--- src/rtl/mem_ptr_access_ctrl_pkg.sv ---
// mem_ctrl_pkg: shared encodings for the memory-stage pointer access controller.
//   - pointer select codes (also the address-mux select encoding)
//   - access mode codes
//   - controller FSM state enum
package mem_ctrl_pkg;

    localparam logic [1:0] SEL_SP = 2'b00;
    localparam logic [1:0] SEL_X  = 2'b01;
    localparam logic [1:0] SEL_Y  = 2'b10;
    localparam logic [1:0] SEL_Z  = 2'b11;

    // Code 2'b11 is reserved and handled exactly like MODE_NONE.
    localparam logic [1:0] MODE_NONE    = 2'b00;
    localparam logic [1:0] MODE_POSTINC = 2'b01;
    localparam logic [1:0] MODE_PREDEC  = 2'b10;

    typedef enum logic [1:0] {
        ST_IDLE   = 2'd0,
        ST_PREDEC = 2'd1,
        ST_REQ    = 2'd2
    } state_e;

    // True only for the exact post-increment code; the reserved code falls through to "none".
    function automatic logic is_postinc(input logic [1:0] mode);
        return (mode == MODE_POSTINC);
    endfunction

    // True only for the exact pre-decrement code.
    function automatic logic is_predec(input logic [1:0] mode);
        return (mode == MODE_PREDEC);
    endfunction

endpackage

--- src/rtl/mem_ptr_access_ctrl_if.sv ---
// mem_ptr_access_ctrl_if: bundles the pipeline op handshake, external pointer load,
// address-mux outputs and the data-memory port of mem_ptr_access_ctrl.
//   modport slave  : the controller
//   modport master : the surrounding pipeline / memory environment
interface mem_ptr_access_ctrl_if #(
    parameter int PTR_W  = 16,
    parameter int DATA_W = 8
);
    // pipeline op handshake
    logic              op_valid;
    logic              op_ready;
    logic [1:0]        op_sel;
    logic [1:0]        op_mode;
    logic              op_we;
    logic [DATA_W-1:0] op_wdata;
    // external pointer load
    logic              ptr_wr_en;
    logic [1:0]        ptr_wr_sel;
    logic [PTR_W-1:0]  ptr_wr_data;
    // address-mux side
    logic [1:0]        sel_signals;
    logic [PTR_W-1:0]  x_ptr;
    logic [PTR_W-1:0]  y_ptr;
    logic [PTR_W-1:0]  z_ptr;
    logic [PTR_W-1:0]  stack_ptr;
    // data-memory port
    logic              mem_req;
    logic              mem_we;
    logic [DATA_W-1:0] mem_wdata;
    logic              mem_ack;
    logic [DATA_W-1:0] mem_rdata;
    // completion
    logic [DATA_W-1:0] rd_data;
    logic              done;

    modport slave (
        input  op_valid, op_sel, op_mode, op_we, op_wdata,
        input  ptr_wr_en, ptr_wr_sel, ptr_wr_data,
        input  mem_ack, mem_rdata,
        output op_ready, sel_signals, x_ptr, y_ptr, z_ptr, stack_ptr,
        output mem_req, mem_we, mem_wdata, rd_data, done
    );

    modport master (
        output op_valid, op_sel, op_mode, op_we, op_wdata,
        output ptr_wr_en, ptr_wr_sel, ptr_wr_data,
        output mem_ack, mem_rdata,
        input  op_ready, sel_signals, x_ptr, y_ptr, z_ptr, stack_ptr,
        input  mem_req, mem_we, mem_wdata, rd_data, done
    );

endinterface

--- src/rtl/mem_ptr_access_ctrl_ptr_regfile.sv ---
// ptr_regfile: the four pointer registers (SP, X, Y, Z).
//   clock, reset       : rising-edge clock, asynchronous active-high reset
//   upd_en/sel/dec     : one +1 / -1 update port (dec=1 decrements), wraps modulo 2^PTR_W
//   ld_en/sel/data     : external load port; beats an update aimed at the same register
//   x/y/z_ptr,stack_ptr: register values (direct flop outputs)
module ptr_regfile
    import mem_ctrl_pkg::*;
#(
    parameter int               PTR_W   = 16,
    parameter logic [PTR_W-1:0] SP_INIT = 16'hFFFF,
    parameter logic [PTR_W-1:0] X_INIT  = '0,
    parameter logic [PTR_W-1:0] Y_INIT  = '0,
    parameter logic [PTR_W-1:0] Z_INIT  = '0
) (
    input  logic             clock,
    input  logic             reset,
    input  logic             upd_en,
    input  logic [1:0]       upd_sel,
    input  logic             upd_dec,
    input  logic             ld_en,
    input  logic [1:0]       ld_sel,
    input  logic [PTR_W-1:0] ld_data,
    output logic [PTR_W-1:0] x_ptr,
    output logic [PTR_W-1:0] y_ptr,
    output logic [PTR_W-1:0] z_ptr,
    output logic [PTR_W-1:0] stack_ptr
);

    localparam logic [PTR_W-1:0] ONE = {{(PTR_W-1){1'b0}}, 1'b1};

    logic [PTR_W-1:0] ptr_r [4];

    // Pointer storage: external load has priority over the inc/dec update.
    always_ff @(posedge clock or posedge reset) begin
        if (reset) begin
            ptr_r[SEL_SP] <= SP_INIT;
            ptr_r[SEL_X]  <= X_INIT;
            ptr_r[SEL_Y]  <= Y_INIT;
            ptr_r[SEL_Z]  <= Z_INIT;
        end else begin
            for (int i = 0; i < 4; i++) begin
                if (ld_en && (ld_sel == 2'(i))) begin
                    ptr_r[i] <= ld_data;
                end else if (upd_en && (upd_sel == 2'(i))) begin
                    ptr_r[i] <= upd_dec ? (ptr_r[i] - ONE) : (ptr_r[i] + ONE);
                end
            end
        end
    end

    assign stack_ptr = ptr_r[SEL_SP];
    assign x_ptr     = ptr_r[SEL_X];
    assign y_ptr     = ptr_r[SEL_Y];
    assign z_ptr     = ptr_r[SEL_Z];

endmodule

--- src/rtl/mem_ptr_access_ctrl.sv ---
// mem_ptr_access_ctrl: memory-stage access controller. Accepts one pipeline access
// at a time, optionally pre-decrements the selected pointer, holds a memory request
// until acknowledged, captures read data, optionally post-increments, then pulses done.
//   clock, reset : rising-edge clock, asynchronous active-high reset
//   bus (slave)  : op handshake, external pointer load, mux select/pointers, memory port
module mem_ptr_access_ctrl
    import mem_ctrl_pkg::*;
#(
    parameter logic [15:0] SP_INIT = 16'hFFFF,
    parameter int          PTR_W   = 16,
    parameter int          DATA_W  = 8
) (
    input  logic                  clock,
    input  logic                  reset,
    mem_ptr_access_ctrl_if.slave  bus
);

    state_e            state_r;
    state_e            state_next_s;
    logic              accept_s;
    logic              ack_s;
    logic              upd_en_s;
    logic              upd_dec_s;
    logic              we_next_s;

    logic [1:0]        sel_r;
    logic [1:0]        mode_r;
    logic              we_r;
    logic [DATA_W-1:0] wdata_r;
    logic              op_ready_r;
    logic              mem_req_r;
    logic              mem_we_r;
    logic [DATA_W-1:0] rd_data_r;
    logic              done_r;

    // FSM state register.
    always_ff @(posedge clock or posedge reset) begin
        if (reset) begin
            state_r <= ST_IDLE;
        end else begin
            state_r <= state_next_s;
        end
    end

    // Next-state and pointer-update decode.
    always_comb begin
        state_next_s = state_r;
        accept_s     = 1'b0;
        ack_s        = 1'b0;
        upd_en_s     = 1'b0;
        upd_dec_s    = 1'b0;
        case (state_r)
            ST_IDLE: begin
                // op_ready_r also masks the done cycle, which is spent in IDLE.
                if (bus.op_valid && op_ready_r) begin
                    accept_s = 1'b1;
                    if (is_predec(bus.op_mode)) begin
                        state_next_s = ST_PREDEC;
                    end else begin
                        state_next_s = ST_REQ;
                    end
                end else begin
                    state_next_s = ST_IDLE;
                end
            end
            ST_PREDEC: begin
                upd_en_s     = 1'b1;
                upd_dec_s    = 1'b1;
                state_next_s = ST_REQ;
            end
            ST_REQ: begin
                if (bus.mem_ack) begin
                    ack_s        = 1'b1;
                    upd_en_s     = is_postinc(mode_r);
                    state_next_s = ST_IDLE;
                end else begin
                    state_next_s = ST_REQ;
                end
            end
            default: begin
                state_next_s = ST_IDLE;
            end
        endcase
    end

    assign we_next_s = accept_s ? bus.op_we : we_r;

    // Op latches and registered outputs, all computed from the next state.
    always_ff @(posedge clock or posedge reset) begin
        if (reset) begin
            sel_r      <= SEL_SP;
            mode_r     <= MODE_NONE;
            we_r       <= 1'b0;
            wdata_r    <= '0;
            op_ready_r <= 1'b1;
            mem_req_r  <= 1'b0;
            mem_we_r   <= 1'b0;
            rd_data_r  <= '0;
            done_r     <= 1'b0;
        end else begin
            if (accept_s) begin
                sel_r   <= bus.op_sel;
                mode_r  <= bus.op_mode;
                we_r    <= bus.op_we;
                wdata_r <= bus.op_wdata;
            end
            if (ack_s && !we_r) begin
                rd_data_r <= bus.mem_rdata;
            end
            op_ready_r <= (state_next_s == ST_IDLE) && !ack_s;
            mem_req_r  <= (state_next_s == ST_REQ);
            mem_we_r   <= (state_next_s == ST_REQ) && we_next_s;
            done_r     <= ack_s;
        end
    end

    ptr_regfile #(
        .PTR_W   (PTR_W),
        .SP_INIT (SP_INIT[PTR_W-1:0]),
        .X_INIT  ({PTR_W{1'b0}}),
        .Y_INIT  ({PTR_W{1'b0}}),
        .Z_INIT  ({PTR_W{1'b0}})
    ) u_ptr_regfile (
        .clock     (clock),
        .reset     (reset),
        .upd_en    (upd_en_s),
        .upd_sel   (sel_r),
        .upd_dec   (upd_dec_s),
        .ld_en     (bus.ptr_wr_en),
        .ld_sel    (bus.ptr_wr_sel),
        .ld_data   (bus.ptr_wr_data),
        .x_ptr     (bus.x_ptr),
        .y_ptr     (bus.y_ptr),
        .z_ptr     (bus.z_ptr),
        .stack_ptr (bus.stack_ptr)
    );

    assign bus.op_ready    = op_ready_r;
    assign bus.sel_signals = sel_r;
    assign bus.mem_req     = mem_req_r;
    assign bus.mem_we      = mem_we_r;
    assign bus.mem_wdata   = wdata_r;
    assign bus.rd_data     = rd_data_r;
    assign bus.done        = done_r;

endmodule

--- src/flat_wrapper.sv ---
// flat-port wrapper written by rule: the top's interface ports become plain ports
module mem_ptr_access_ctrl_flat import mem_ctrl_pkg::*;
#(
    parameter logic [15:0] SP_INIT = 16'hFFFF,
    parameter int          PTR_W   = 16,
    parameter int          DATA_W  = 8
)
  (clock, reset, bus_op_valid, bus_op_sel, bus_op_mode, bus_op_we, bus_op_wdata, bus_ptr_wr_en, bus_ptr_wr_sel, bus_ptr_wr_data, bus_mem_ack, bus_mem_rdata, bus_op_ready, bus_sel_signals, bus_x_ptr, bus_y_ptr, bus_z_ptr, bus_stack_ptr, bus_mem_req, bus_mem_we, bus_mem_wdata, bus_rd_data, bus_done);
  mem_ptr_access_ctrl_if #(.PTR_W(PTR_W), .DATA_W(DATA_W)) bus_i ();
  input  logic clock;
  input  logic reset;
  input wire logic [$bits(bus_i.op_valid)-1:0] bus_op_valid;
  input wire logic [$bits(bus_i.op_sel)-1:0] bus_op_sel;
  input wire logic [$bits(bus_i.op_mode)-1:0] bus_op_mode;
  input wire logic [$bits(bus_i.op_we)-1:0] bus_op_we;
  input wire logic [$bits(bus_i.op_wdata)-1:0] bus_op_wdata;
  input wire logic [$bits(bus_i.ptr_wr_en)-1:0] bus_ptr_wr_en;
  input wire logic [$bits(bus_i.ptr_wr_sel)-1:0] bus_ptr_wr_sel;
  input wire logic [$bits(bus_i.ptr_wr_data)-1:0] bus_ptr_wr_data;
  input wire logic [$bits(bus_i.mem_ack)-1:0] bus_mem_ack;
  input wire logic [$bits(bus_i.mem_rdata)-1:0] bus_mem_rdata;
  output wire logic [$bits(bus_i.op_ready)-1:0] bus_op_ready;
  output wire logic [$bits(bus_i.sel_signals)-1:0] bus_sel_signals;
  output wire logic [$bits(bus_i.x_ptr)-1:0] bus_x_ptr;
  output wire logic [$bits(bus_i.y_ptr)-1:0] bus_y_ptr;
  output wire logic [$bits(bus_i.z_ptr)-1:0] bus_z_ptr;
  output wire logic [$bits(bus_i.stack_ptr)-1:0] bus_stack_ptr;
  output wire logic [$bits(bus_i.mem_req)-1:0] bus_mem_req;
  output wire logic [$bits(bus_i.mem_we)-1:0] bus_mem_we;
  output wire logic [$bits(bus_i.mem_wdata)-1:0] bus_mem_wdata;
  output wire logic [$bits(bus_i.rd_data)-1:0] bus_rd_data;
  output wire logic [$bits(bus_i.done)-1:0] bus_done;
  assign bus_i.op_valid = bus_op_valid;
  assign bus_i.op_sel = bus_op_sel;
  assign bus_i.op_mode = bus_op_mode;
  assign bus_i.op_we = bus_op_we;
  assign bus_i.op_wdata = bus_op_wdata;
  assign bus_i.ptr_wr_en = bus_ptr_wr_en;
  assign bus_i.ptr_wr_sel = bus_ptr_wr_sel;
  assign bus_i.ptr_wr_data = bus_ptr_wr_data;
  assign bus_i.mem_ack = bus_mem_ack;
  assign bus_i.mem_rdata = bus_mem_rdata;
  assign bus_op_ready = bus_i.op_ready;
  assign bus_sel_signals = bus_i.sel_signals;
  assign bus_x_ptr = bus_i.x_ptr;
  assign bus_y_ptr = bus_i.y_ptr;
  assign bus_z_ptr = bus_i.z_ptr;
  assign bus_stack_ptr = bus_i.stack_ptr;
  assign bus_mem_req = bus_i.mem_req;
  assign bus_mem_we = bus_i.mem_we;
  assign bus_mem_wdata = bus_i.mem_wdata;
  assign bus_rd_data = bus_i.rd_data;
  assign bus_done = bus_i.done;
  mem_ptr_access_ctrl #(.SP_INIT(SP_INIT), .PTR_W(PTR_W), .DATA_W(DATA_W)) u_core (.clock(clock), .reset(reset), .bus(bus_i));
endmodule
--- config.mk ---
export PLATFORM = sky130hd
export DESIGN_NAME = mem_ptr_access_ctrl_flat
export DESIGN_NICKNAME = d
export VERILOG_FILES = /design/src/rtl/mem_ptr_access_ctrl_pkg.sv /design/src/rtl/mem_ptr_access_ctrl_if.sv /design/src/rtl/mem_ptr_access_ctrl_ptr_regfile.sv /design/src/rtl/mem_ptr_access_ctrl.sv /design/src/flat_wrapper.sv
export SDC_FILE = /design/constraint.sdc
export NUM_CORES = 1
export LEC_CHECK = 0
export CAP_MARGIN = 5
export CORE_MARGIN = 10
export CORE_UTILIZATION = 50
export DETAILED_ROUTE_END_ITERATION = 8
export PLACE_DENSITY = 0.75
export SLEW_MARGIN = 15
export SYNTH_ARGS = -nofsm -noshare
export SYNTH_HDL_FRONTEND = slang
export SYNTH_SLANG_ARGS = --single-unit
--- constraint.sdc ---
create_clock -name clock -period 5.4 [get_ports clock]
set_input_delay 1.08 -clock clock [delete_from_list [all_inputs] [get_ports clock]]
set_output_delay 1.08 -clock clock [all_outputs]
set_load 0.005 [all_outputs]
==> results.txt <==
outcome: completed
GP Congestion: 0.929
most frequent cells in the layout: clkdlybuf4s50_1 (129), nor2_1 (122), o21ai_0 (81), xnor2_1 (80), nand2_1 (75)
Rel. slew slack: 24.9%
hold slack: 0.500 ns
HP Start: u_core.mode_r[0]
Critical R2R Capture: u_core.u_ptr_regfile.stack_ptr[14]
critical path depth: 13
Max Slew Vio Count: 0
Syn Inst Count: 955
Final Cycle Share: 71.9%
area share of the largest cell type after synthesis: 24.9%
Hold Crit Depth: 1
Core Box Area: 0.0145 sq mm
DR iter-0 viols: 691
Pre-antenna DRT Iters: 6
Sw Pwr: 0.00113 W
CP endpoint kind: flip-flop
cts repair resizes: 0
number of synthesized flops with an enable pin: 0
GRT Residual Overflow: 0
Max Cap Viol: 0
DRC Markers: 0
Worst Skew: 0.00705 ns
R2R Setup Slk: 1.52 ns
worst hold path endpoint: u_core.mode_r[0]
vias: 7379
pin count of the biggest net entering global routing: 61
first-pass GRT wire length: 36500 um
Port Buffer Count: 129
largest area contributor in the synthesized netlist: dfrtp_1
Final #Nets: 1063
Internal: 0.00199 W
top cells by area, synth: dfrtp_1 (25%), xnor2_1 (9.4%), nor2_1 (6.2%)
Avg Cell Area, Syn: 7.79 sq um
Peak VDD IR: 322 uV
die height: 142 um
crit-path max FO: 60
HPWL after DPL: 15800 um
Hold Fails Final Rpt: 0
area grow syn2layout: 20.5%
CTS tree: yes
Worst path slowest cell: ha_4
Top-Level Pins: 130
CP Cell Sequence: inv_1 > ha_4 > buf_4 > xor2_1 > ha_1 > nor3_1 > a21oi_1 > o21ai_0 > o32a_1 > nor4_1 > a2111oi_2 > xnor2_1 > o21ai_1
post-synthesis cell area: 0.00744 sq mm
Synth async-reset ratio: 100%
Worst R2R Path Depth: 13
num rows: 44
Arrival @ worst endpoint: 4.14 ns
Slew @ Worst Pin: 1.12 ns
combinational fraction of design power: 39.6%
vias per inst: 6.15
vias in the first global route: 6763
reg-to-reg startpoint: u_core.state_r[1]
number of buffers created by CTS: 9
Synthesis Warnings: 0
CP max stage delay: 0.60 ns
LEAKAGE: 3.20 nW
DR WL/cell: 19.1 um
Worst-Skew Late Latency: 0.36 ns
ant diodes: 0
Post-Route WL: 22900 um
Reg clk slew, reported paths: 0.07 ns
RSZ-0062 raised after global routing: no
fmax: 258 MHz
Worst setup SP type: flip-flop
Fin Setup TNS: 0 ns
H-tree depth: 3
sequential fraction of the synthesis area: 30.9%
Switching Fraction: 36.3%
gr usage total: 22.1%
Yosys cell types: 78
Setup CP Type: flip-flop to flip-flop
Mapped Nets: 1008
Min Clock Period, post-route: 3.88 ns
Root Buffer Master: clkbuf_16
Crit path buffers/inverters: 2
CTS Sinks: 91
Pwr Density: 349 mW/mm^2
Flop pwr share: 38.5%
critical path required time: 5.66 ns
clock share of power: 22.0%
remaining antenna violation count: 0
family with the most delay on the worst path: compound AO/OA/AOI/OAI gates
worst hold path class: flip-flop to flip-flop
commonest non-fill, non-tap cell in the layout: clkdlybuf4s50_1
Die Footprint: 0.0202 sq mm
DIE WIDTH: 142 um
Setup Viol. Count Final: 0
Primary FF master, synth: dfrtp_1
post-CTS setup buffers: 0
synthesized flop and latch total: 91
clock buffer depth: 2
antenna violations before repair: 0
layout cells sized above 1: 8.47%
Initial Util: 51.2%
hold-fix buffers at CTS: 0
kinds of logic after synthesis:
logic type | after synthesis | share of synthesized area [%]
XOR/XNOR | 91 | 10.7
flip-flops | 91 | 30.9
AND/OR/NAND/NOR | 363 | 24.4
multiplexers | 28 | 4.15
buffers and inverters | 109 | 6.14
AO/OA/AOI/OAI | 264 | 22.2
adder cells (fa/ha/maj) | 9 | 1.51
worst max-delay path by stage:
stage / end / start
3_3_place_gp: u_core.u_ptr_regfile.stack_ptr[14] / u_core.state_r[1]
6_report: u_core.u_ptr_regfile.stack_ptr[14] / u_core.state_r[1]
3_5_place_dp: u_core.u_ptr_regfile.stack_ptr[14] / u_core.state_r[1]
4_1_cts: u_core.u_ptr_regfile.stack_ptr[14] / u_core.state_r[1]
5_1_grt: u_core.u_ptr_regfile.stack_ptr[14] / u_core.state_r[1]
2_1_floorplan: u_core.u_ptr_regfile.x_ptr[14] / u_core.state_r[1]
Yosys cell counts (all sizes together), types with 7 or more instances:
cell type  instances
nor3              31
or3               23
nor4               8
and3               9
buf               34
inv               15
ha                 9
dfstp             17
a21oi             67
nand2             75
o31ai              9
or2                7
xnor2             80
and3b              9
a32oi              7
o21ai             92
xor2              11
nor3b              9
clkbuf            60
nand2b             8
nand4             10
nor2             122
mux2              23
a31oi             19
nand3             19
dfrtp             74
final cells by class:
class / count / area, sq um
tap: 184 / 230
fill: 1294 / 5570
timing repair buffer: 138 / 1360
inverter: 15 / 58.8
multi-input combinational: 755 / 4700
clock buffer: 13 / 270
clock inverter: 3 / 46.3
sequential: 91 / 2300
power groups by stage:
stage               logic (W)  registers (W)  clock network, W
finish                0.00124        0.00120          0.000686
global route          0.00136        0.00124          0.000717
CTS                   0.00125        0.00119          0.000701
detailed placement    0.00123        0.00120                 0
global placement      0.00122        0.00120                 0
floorplan            0.000815        0.00104                 0
through the flow:
stage	setup WS [ns]	cell area, sq um	cells	power [W]	utilization, %
2_1_floorplan	1.55	7440	955	0.00186	-
3_3_place_gp	1.74	8650	1183	0.00242	59.5
3_5_place_dp	1.60	8650	1183	0.00244	59.5
4_1_cts	1.57	8970	1199	0.00314	61.7
5_1_grt	1.19	8970	1199	0.00332	61.7
6_report	1.52	8970	1199	0.00313	61.7
state kept, by name (all words and copies together), names as in the netlist:
register,cells
u_core.bus.sel_signals,2
u_core.u_ptr_regfile.stack_ptr,16
u_core.bus.rd_data,8
u_core.u_ptr_regfile.x_ptr,16
u_core.bus.mem_wdata,8
u_core.u_ptr_regfile.z_ptr,16
u_core.bus.op_ready,1
u_core.u_ptr_regfile.y_ptr,16
u_core.bus.done,1
u_core.state_r,2
u_core.we_r,1
u_core.mode_r,2
u_core.bus.mem_we,1
u_core.bus.mem_req,1
layer usage:
layer | vias up | wire length (um) | global-route usage (%)
met2 | 358 | 10100 | 34.2
met1 | 3494 | 9570 | 28.0
met3 | 28 | 2780 | 9.21
li1 | 3499 | - | -
met5 | - | 0 | 0
met4 | 0 | 400 | 5.65
(Power assumes the default switching activity.)
